## config.mk

```make
export PLATFORM = sky130hd
export DESIGN_NAME = scan_frame_sched_flat
export DESIGN_NICKNAME = d
export VERILOG_FILES = /design/src/rtl/scan_frame_sched_pkg.sv /design/src/rtl/scan_frame_sched_if.sv /design/src/rtl/scan_tick_gen.sv /design/src/rtl/scan_frame_sched.sv /design/src/flat_wrapper.sv
export SDC_FILE = /design/constraint.sdc
export NUM_CORES = 1
export LEC_CHECK = 0
export CORE_MARGIN = 2
export CORE_UTILIZATION = 45
export DETAILED_ROUTE_END_ITERATION = 10
export DONT_BUFFER_PORTS = 1
export GPL_TIMING_DRIVEN = 0
export PLACE_DENSITY = 0.73
export RECOVER_POWER = 25
export SLEW_MARGIN = 0
export SYNTH_ARGS = -nofsm -noshare
export SYNTH_HDL_FRONTEND = slang
export SYNTH_SLANG_ARGS = --single-unit
```

## constraint.sdc

```tcl
create_clock -name clk_in -period 1.8 [get_ports clk_in]
set_input_delay 0.09 -clock clk_in [delete_from_list [all_inputs] [get_ports clk_in]]
set_output_delay 0.09 -clock clk_in [all_outputs]
set_load 0.02 [all_outputs]
```

## src/rtl/scan_frame_sched_pkg.sv

```systemverilog
// Shared definitions for the scan frame scheduler.
// FSM encoding and board-level defaults.
package scan_frame_sched_pkg;

    typedef enum logic [2:0] {
        IDLE  = 3'd0,
        S_HDR = 3'd1,
        S_LO  = 3'd2,
        S_HI  = 3'd3,
        S_SUM = 3'd4
    } state_t;

    localparam logic [7:0] DEF_HDR_BYTE = 8'hA5;
    localparam int         DEF_TICK_DIV = 12500000;

endpackage

```

## src/rtl/scan_frame_sched_if.sv

```systemverilog
// Byte handshake toward the UART transmitter.
// The master offers bytes, the slave accepts them.
interface scan_frame_sched_if;

    logic       tx_valid;
    logic [7:0] tx_data;
    logic       tx_ready;

    modport master (
        output tx_valid,
        output tx_data,
        input  tx_ready
    );

    modport slave (
        input  tx_valid,
        input  tx_data,
        output tx_ready
    );

endinterface

```

## src/rtl/scan_tick_gen.sv

```systemverilog
// Enable-gated scan period divider.
// Emits a registered one-cycle tick once per TICK_DIV cycles.
module scan_tick_gen #(
    parameter int TICK_DIV = 12500000
) (
    input  logic clk_in,
    input  logic reset,
    input  logic enable,
    output logic tick
);

    localparam int CW = $clog2(TICK_DIV);

    logic [CW-1:0] cnt;
    logic          at_max;

    assign at_max = (cnt == CW'(TICK_DIV - 1));

    always_ff @(posedge clk_in or negedge reset) begin
        if (!reset) begin
            cnt  <= '0;
            tick <= 1'b0;
        end else if (!enable) begin
            cnt  <= '0;
            tick <= 1'b0;
        end else begin
            cnt  <= at_max ? '0 : cnt + 1'b1;
            tick <= at_max;
        end
    end

endmodule

```

## src/rtl/scan_frame_sched.sv

```systemverilog
// Periodic 16-bit input scanner that ships each snapshot
// as a 4-byte frame: header, low, high, checksum.
module scan_frame_sched
    import scan_frame_sched_pkg::*;
#(
    parameter int         TICK_DIV = DEF_TICK_DIV,
    parameter logic [7:0] HDR_BYTE = DEF_HDR_BYTE
) (
    input  logic          clk_in,
    input  logic          reset,
    input  logic          enable,
    input  logic [16:1]   in,
    scan_frame_sched_if.master tx,
    output logic          frame_start,
    output logic          busy,
    output logic [7:0]    overrun_cnt
);

    state_t      state;
    logic        tick;
    logic        valid_q;
    logic [7:0]  data_q;
    logic [16:1] sync1;
    logic [16:1] sync2;
    logic [16:1] snap;
    logic        xfer;

    scan_tick_gen #(
        .TICK_DIV (TICK_DIV)
    ) u_tick (
        .clk_in (clk_in),
        .reset  (reset),
        .enable (enable),
        .tick   (tick)
    );

    assign tx.tx_valid = valid_q;
    assign tx.tx_data  = data_q;
    assign xfer        = valid_q & tx.tx_ready;

    always_ff @(posedge clk_in or negedge reset) begin
        if (!reset) begin
            state       <= IDLE;
            valid_q     <= 1'b0;
            data_q      <= 8'h00;
            frame_start <= 1'b0;
            busy        <= 1'b0;
            overrun_cnt <= 8'h00;
            sync1       <= '0;
            sync2       <= '0;
            snap        <= '0;
        end else begin
            sync1       <= in;
            sync2       <= sync1;
            frame_start <= 1'b0;
            // a tick that lands while a frame is in flight is dropped
            if (tick && state != IDLE && overrun_cnt != 8'hFF)
                overrun_cnt <= overrun_cnt + 8'd1;
            unique case (state)
                IDLE: if (tick) begin
                    snap        <= sync2;
                    state       <= S_HDR;
                    frame_start <= 1'b1;
                    busy        <= 1'b1;
                    valid_q     <= 1'b1;
                    data_q      <= HDR_BYTE;
                end
                S_HDR: if (xfer) begin
                    state  <= S_LO;
                    data_q <= snap[8:1];
                end
                S_LO: if (xfer) begin
                    state  <= S_HI;
                    data_q <= snap[16:9];
                end
                S_HI: if (xfer) begin
                    state  <= S_SUM;
                    data_q <= HDR_BYTE ^ snap[8:1] ^ snap[16:9];
                end
                S_SUM: if (xfer) begin
                    state   <= IDLE;
                    valid_q <= 1'b0;
                    busy    <= 1'b0;
                end
                default: state <= IDLE;
            endcase
        end
    end

endmodule

```

## src/flat_wrapper.sv

```systemverilog
// flat-port wrapper written by rule: the top's interface ports become plain ports
module scan_frame_sched_flat import scan_frame_sched_pkg::*;
#(
    parameter int         TICK_DIV = DEF_TICK_DIV,
    parameter logic [7:0] HDR_BYTE = DEF_HDR_BYTE
)
  (clk_in, reset, enable, in, frame_start, busy, overrun_cnt, tx_tx_valid, tx_tx_data, tx_tx_ready);
  scan_frame_sched_if tx_i ();
  input  logic clk_in;
  input  logic reset;
  input  logic enable;
  input  logic [16:1] in;
  output logic frame_start;
  output logic busy;
  output logic [7:0] overrun_cnt;
  output wire logic [$bits(tx_i.tx_valid)-1:0] tx_tx_valid;
  output wire logic [$bits(tx_i.tx_data)-1:0] tx_tx_data;
  input wire logic [$bits(tx_i.tx_ready)-1:0] tx_tx_ready;
  assign tx_tx_valid = tx_i.tx_valid;
  assign tx_tx_data = tx_i.tx_data;
  assign tx_i.tx_ready = tx_tx_ready;
  scan_frame_sched #(.TICK_DIV(TICK_DIV), .HDR_BYTE(HDR_BYTE)) u_core (.clk_in(clk_in), .reset(reset), .enable(enable), .in(in), .tx(tx_i), .frame_start(frame_start), .busy(busy), .overrun_cnt(overrun_cnt));
endmodule
```

# After elaboration in Yosys (flattened, before gate mapping)
# Cells that the tools add are included.
[word_totals]
register_bits = 94
input_bits = 20
out_inout_bits = 19
wordCells = 55
[classes]
n_addsub = 2
eq_ne = 11
muxes = 19
bitwise_logic = 3
reduce_logical = 10
[op_table]
columns = ["operator", "count"]
rows = [
  ["$mux 24", 2],
  ["$mux 8", 4],
  ["$pmux 8 s4", 1],
  ["$add 24x1->24 const B", 1],
  ["$eq 24x24->1 const B", 1],
  ["$mux 3", 5],
  ["$pmux 3 s5", 1],
  ["$reduce_and 5->1", 2],
  ["$add 8x1->8 const B", 1],
  ["$ne 2x1->1 const B", 4],
  ["$ne 8x8->1 const B", 1],
  ["$xor 8x8->8", 1],
  ["$eq 3x2->1 const B", 2],
  ["$mux 1", 5],
  ["$not 4->4", 1],
  ["$reduce_bool 4->1", 1],
  ["$eq 3x1->1 const B", 1],
  ["$eq 3x3->1 const B", 1],
  ["$logic_not 3->1", 1],
  ["$reduce_and 3->1", 1],
  ["$reduce_bool 3->1", 1],
  ["$logic_and 1x1->1", 2],
  ["$ne 2x2->1 const B", 1],
  ["$pmux 1 s2", 1],
  ["3 further kinds", 3],
]

# Logic depth before layout (Yosys ltp)
[depth]
depth_word = 4
depth_mapped = 6
mapped_depth_nobuf = 5

# By module
# Synthesis repeated with hierarchy kept, for this count alone.
[hier_totals]
hier_cells = 300
area_unflattened_um2 = 3734.8
[modules_own_cells]
columns = ["module", "n_inst", "cells_each", "area_per_inst_um2", "seq_area_each_um2"]
rows = [
  ["scan_frame_sched", 1, 168, 2472.4, 1726.7],
  ["scan_tick_gen", 1, 132, 1262.5, 625.6],
]

# Least setup slack after synthesis
# OpenSTA, ideal clock, no wires.
[synth_path]
kind = "reg2reg"
start = "register u_core.u_tick.cnt[0]"
end = "register u_core.u_tick.cnt[22]"
setup_time_ns = 0.073
t_arrival_ns = 1.865
required_ns = 1.727
setup_slack_ns = -0.138
path_stages_with_launch = 7
path_buffers = 1
synth_period_minus_slack_ns = 1.938
cell_sequence = "dfrtp_1 -> ha_1 -> nand4_2 -> or3_1 -> buf_2 -> or4_4 -> a21oi_2"
[synth_between]
elab_chain_cells = 3
elab_cells_between_ends = 4
cone_classes = "1 x add/sub; 1 x eq/ne; 2 x mux"
[synth_rtl]
columns = ["item", "line", "text"]
rows = [
  ["start: declaration", "scan_tick_gen.sv:14", "logic [CW-1:0] cnt;"],
  ["start signal: assignment", "scan_tick_gen.sv:27", "cnt <= at_max ? '0 : cnt + 1'b1;"],
  ["$add 24x1->24 or $eq 24x24->1 (tied branches)", "scan_tick_gen.sv:27, scan_tick_gen.sv:17", ""],
  ["$mux 24 (*)", "scan_tick_gen.sv:27", ""],
  ["$mux 24 (*)", "scan_tick_gen.sv:23", "end else if (!enable) begin"],
]
# Mark *: on every way between the ends. The rest lies on a longest branch, timed or not.
# A chain may end at the register's enable or synchronous reset.

# Worst setup path after layout
[layout_path]
start = "register u_core.u_tick.cnt[1]"
end = "register u_core.u_tick.cnt[21]"
# The elaborated chain is that of the path after synthesis.

==> impl_metrics.json <==
{
  "irDropWorstVdd_v": 0.000710,
  "root_buffer": "clkbuf_8",
  "grt.overflow.total": 0,
  "synthMuxAreaShare_pct": 5.19,
  "rrSetupSlack_ps": -30,
  "grt_use_total_pct": 16.2,
  "num_io_pins": 39,
  "dieArea_sq_mm": 0.00893,
  "fin_cells": 462,
  "cts_buffer_depth": 2,
  "syn_nets": 320,
  "htreeDepth": 3,
  "crit_slowest_cell": "or4_4",
  "clk_pin_slew_worst_paths_ps": 100,
  "synth_simple_gate_area_share_pct": 14.7,
  "io_buffer_count": 0,
  "p_per_area_mw_per_mm2": 956,
  "relSlewSlack_pct": 69.3,
  "arrival_ps": 2090,
  "drive_above_1_share_pct": 27.7,
  "die_h_microns": 94.5,
  "crit_family": "simple AND/OR/NAND/NOR gates",
  "synth-compound-area-share_pct": 7.23,
  "grt_antenna_before_repair": 0,
  "clock.fmax_mhz": 547,
  "gp_congestion": 0.821,
  "path_common_cell": "buf_6",
  "power_frac_seq_pct": 55.2,
  "start_kind": "register",
  "total_power_mw": 4.34,
  "post-synth-top-area-fraction_pct": 63.8,
  "worstPathMaxFanout": 6,
  "initial_utilization_pct": 45.5,
  "yosys_warnings": 0,
  "skew_ps": 11.2,
  "final-seq-area_sq_mm": 0.00236,
  "rows": 33,
  "path_buf_inv": 2,
  "setup_tns_ps": -64.4,
  "clk_latency_ps": 370,
  "hold_path.class": "input pin to asynchronous set/reset pin",
  "holdWs_ps": -589,
  "violations": "hold timing, setup timing",
  "status": "finished, violations left",
  "synth.area.top_cells": "dfrtp_1, mux2_2, xnor2_1",
  "synth-seq-cells": 94,
  "final_max_slew_viol_count": 0,
  "cts_made_buffers": 9,
  "firstDrtPassIters": 4,
  "grt_start_max_net_pins": 95,
  "cts_hold_buf": 18,
  "yosysSeqAreaShare_pct": 63.8,
  "finalSetupViolations": 4,
  "layout.nets": 374,
  "synth_top_cell_by_area": "dfrtp_1",
  "tightest_slew_ps": 457,
  "coreArea_sq_mm": 0.00809,
  "ys_types": 34,
  "nFillCells": 668,
  "place_hpwl_microns": 4030,
  "grt_pass1_wl_microns": 11100,
  "drc": 0,
  "cp.required_ps": 2060,
  "leakagePower_nw": 1.98,
  "hold_viol": 94,
  "synth_adder_area_share_pct": 0.679,
  "synth_top_family_by_area": "simple AND/OR/NAND/NOR gates",
  "switching_power_mw": 1.29,
  "syn_area_sq_mm": 0.00369,
  "postPlaceCellArea_sq_mm": 0.00385,
  "p_sw_share_pct": 29.7,
  "postRouteAntennaNets": 0,
  "routedWlPerCell_microns": 15.0,
  "pwr-share-clk_pct": 31.8,
  "syn_area_per_cell_sq_um": 12.4,
  "path_class": "register to register",
  "final.min_clock_period_ps": 1830,
  "cts_tree": "yes",
  "area_delta_synth_final_pct": 23.2,
  "end_kind": "register",
  "antenna_cells": 0,
  "synth-xor-area-share_pct": 6.42,
  "routed_wl_microns": 6940,
  "clock_sink_count": 94,
  "setup_ws_ps": -29.2,
  "die_w_microns": 94.5,
  "power.share.combinational_pct": 13.1,
  "placed_cells": 403,
  "vias": 2400,
  "avgViaCountPerCell": 5.19,
  "cpPeakStageDelay_ps": 580,
  "post-route-util_pct": 56.1,
  "grt_pass1_vias": 2300,
  "crit_chain": "buf_6 > nand2_4 > or4_4 > buf_6 > o31ai_1 > a21oi_2",
  "synthCells": 298,
  "multiInputGateArea_sq_mm": 0.00138,
  "detail_route.iter0.violations": 131,
  "p_int_mw": 3.05,
  "stdcell_area_sq_mm": 0.00454,
  "rsz0062_at_grt": "true",
  "drv_cap": 0,
  "fin_crit_sh_pct": 102
}
-- synthesized netlist by cell type --
library cell and count:
a211oi_1 1, a21oi_2 3, nor4_1 4, a21oi_1 12, or4_1 3, or4_4 4, a21o_1 1, nand4_2 1
and4_1 2, o21ai_0 7, nand4_1 3, ha_1 2, or3b_2 1, and3_1 4, and2_1 1, a22o_1 4
nor2b_1 4, a2bb2oi_1 4, mux2_2 17, nor4b_1 3, buf_4 1, nor3_1 2, xnor2_1 18, nand3_1 12
nand2b_1 4, clkbuf_1 6, or3_1 6, inv_1 6, o31ai_1 8, buf_2 4, dfrtp_1 94, xor2_1 9
nand2_1 24, nor2_1 23
-- worst reg2reg max path: stages (launching register included) --
cell	delay [ps]
dfrtp_1	400
buf_6	120
nand2_4	50
or4_4	580
buf_6	160
o31ai_1	310
a21oi_2	100
-- sequential cells by signal, indices dropped and copies added (netlist names) --
name / cells
u_core.u_tick.cnt: 24
u_core.snap: 16
u_core.sync1: 16
u_core.sync2: 16
u_core.overrun_cnt: 8
u_core.tx.tx_data: 8
u_core.state: 3
u_core.busy: 1
u_core.frame_start: 1
u_core.u_tick.tick: 1
-- layout make-up --
cell class              instances  share of cell area (%)
well taps                     105                    2.89
clock buffers                   9                    2.73
inverters                       6                   0.496
repair buffers                 44                    8.29
plain buffers                  10                    1.65
multi-input cells             187                    30.3
flip-flops and latches         94                    51.9
clock inverters                 7                    1.76
-- cells in the final DEF, fill, tap and decap left out, drive strengths merged, types with 3 or more instances in the layout --
master,instances
xor2,9
and3,4
nor2b,4
o21ai,7
inv,8
nor2,23
o31ai,8
nor4b,3
dfrtp,94
nand2b,4
a2bb2oi,4
a22o,4
dlygate4sd3,18
clkinv,4
nand4,4
clkbuf,12
buf,33
or4,7
nand2,24
nand3,12
xnor2,18
nor4,4
or3,6
mux2,17
a21oi,15
-- per-layer routing --
metal / vias to the layer above / GRT usage (%) / wire length, microns / share of wire, %
li1: 1146 / - / - / -
met4: 0 / 8.09 / 156 / 2.2
met3: 16 / 3.43 / 252 / 3.6
met1: 1182 / 22.6 / 3160 / 46
met2: 56 / 24.1 / 3370 / 49
met5: - / 0 / 0 / 0
-- cell families after synthesis --
family          count (synthesis)
buf+inv                        17
simple gates                  101
fa+ha+maj                       2
mux                            17
compound gates                 40
flops                          94
xor+xnor                       27
-- stage by stage --
stage | hold WS [ps] | setup slack [ps]
global route | -616 | -107
detailed placement | -201 | -305
global placement | -201 | -260
floorplan | -206 | -6.97
CTS | -607 | -7.13
finish | -589 | -29.2
-- power by group through the flow --
stage	Clock [mW]	Combinational [mW]	Sequential [mW]
finish	1.38	0.569	2.40
global route	1.50	0.633	2.42
CTS	1.41	0.560	2.39
detailed placement	0	0.502	2.44
global placement	0	0.493	2.43
floorplan	0	0.419	2.40
-- final timing paths --
check / start / to / depth (start not counted)
setup / recovery: u_core.u_tick.cnt[1] / u_core.u_tick.cnt[21] / 6
hold / removal: reset / u_core.u_tick.cnt[3] / 0
setup reg to reg: u_core.u_tick.cnt[1] / u_core.u_tick.cnt[21] / 6
hold reg to reg: u_core.sync1[14] / u_core.sync2[14] / 0
max in group asynchronous: reset / u_core.overrun_cnt[1] / 0
min in group clk_in: tx_tx_ready / u_core.state[0] / 2
-- what timing repair did --
action | in CTS | in global routing
cloned | 0 | 1
hold endpoints to repair | 117 | 94
setup buffers | 15 | 10
setup endpoints to repair | 38 | 37
resized for setup | 16 | 24
pin swaps | 5 | 12
Note: power is estimated with default switching activity, not from simulation.
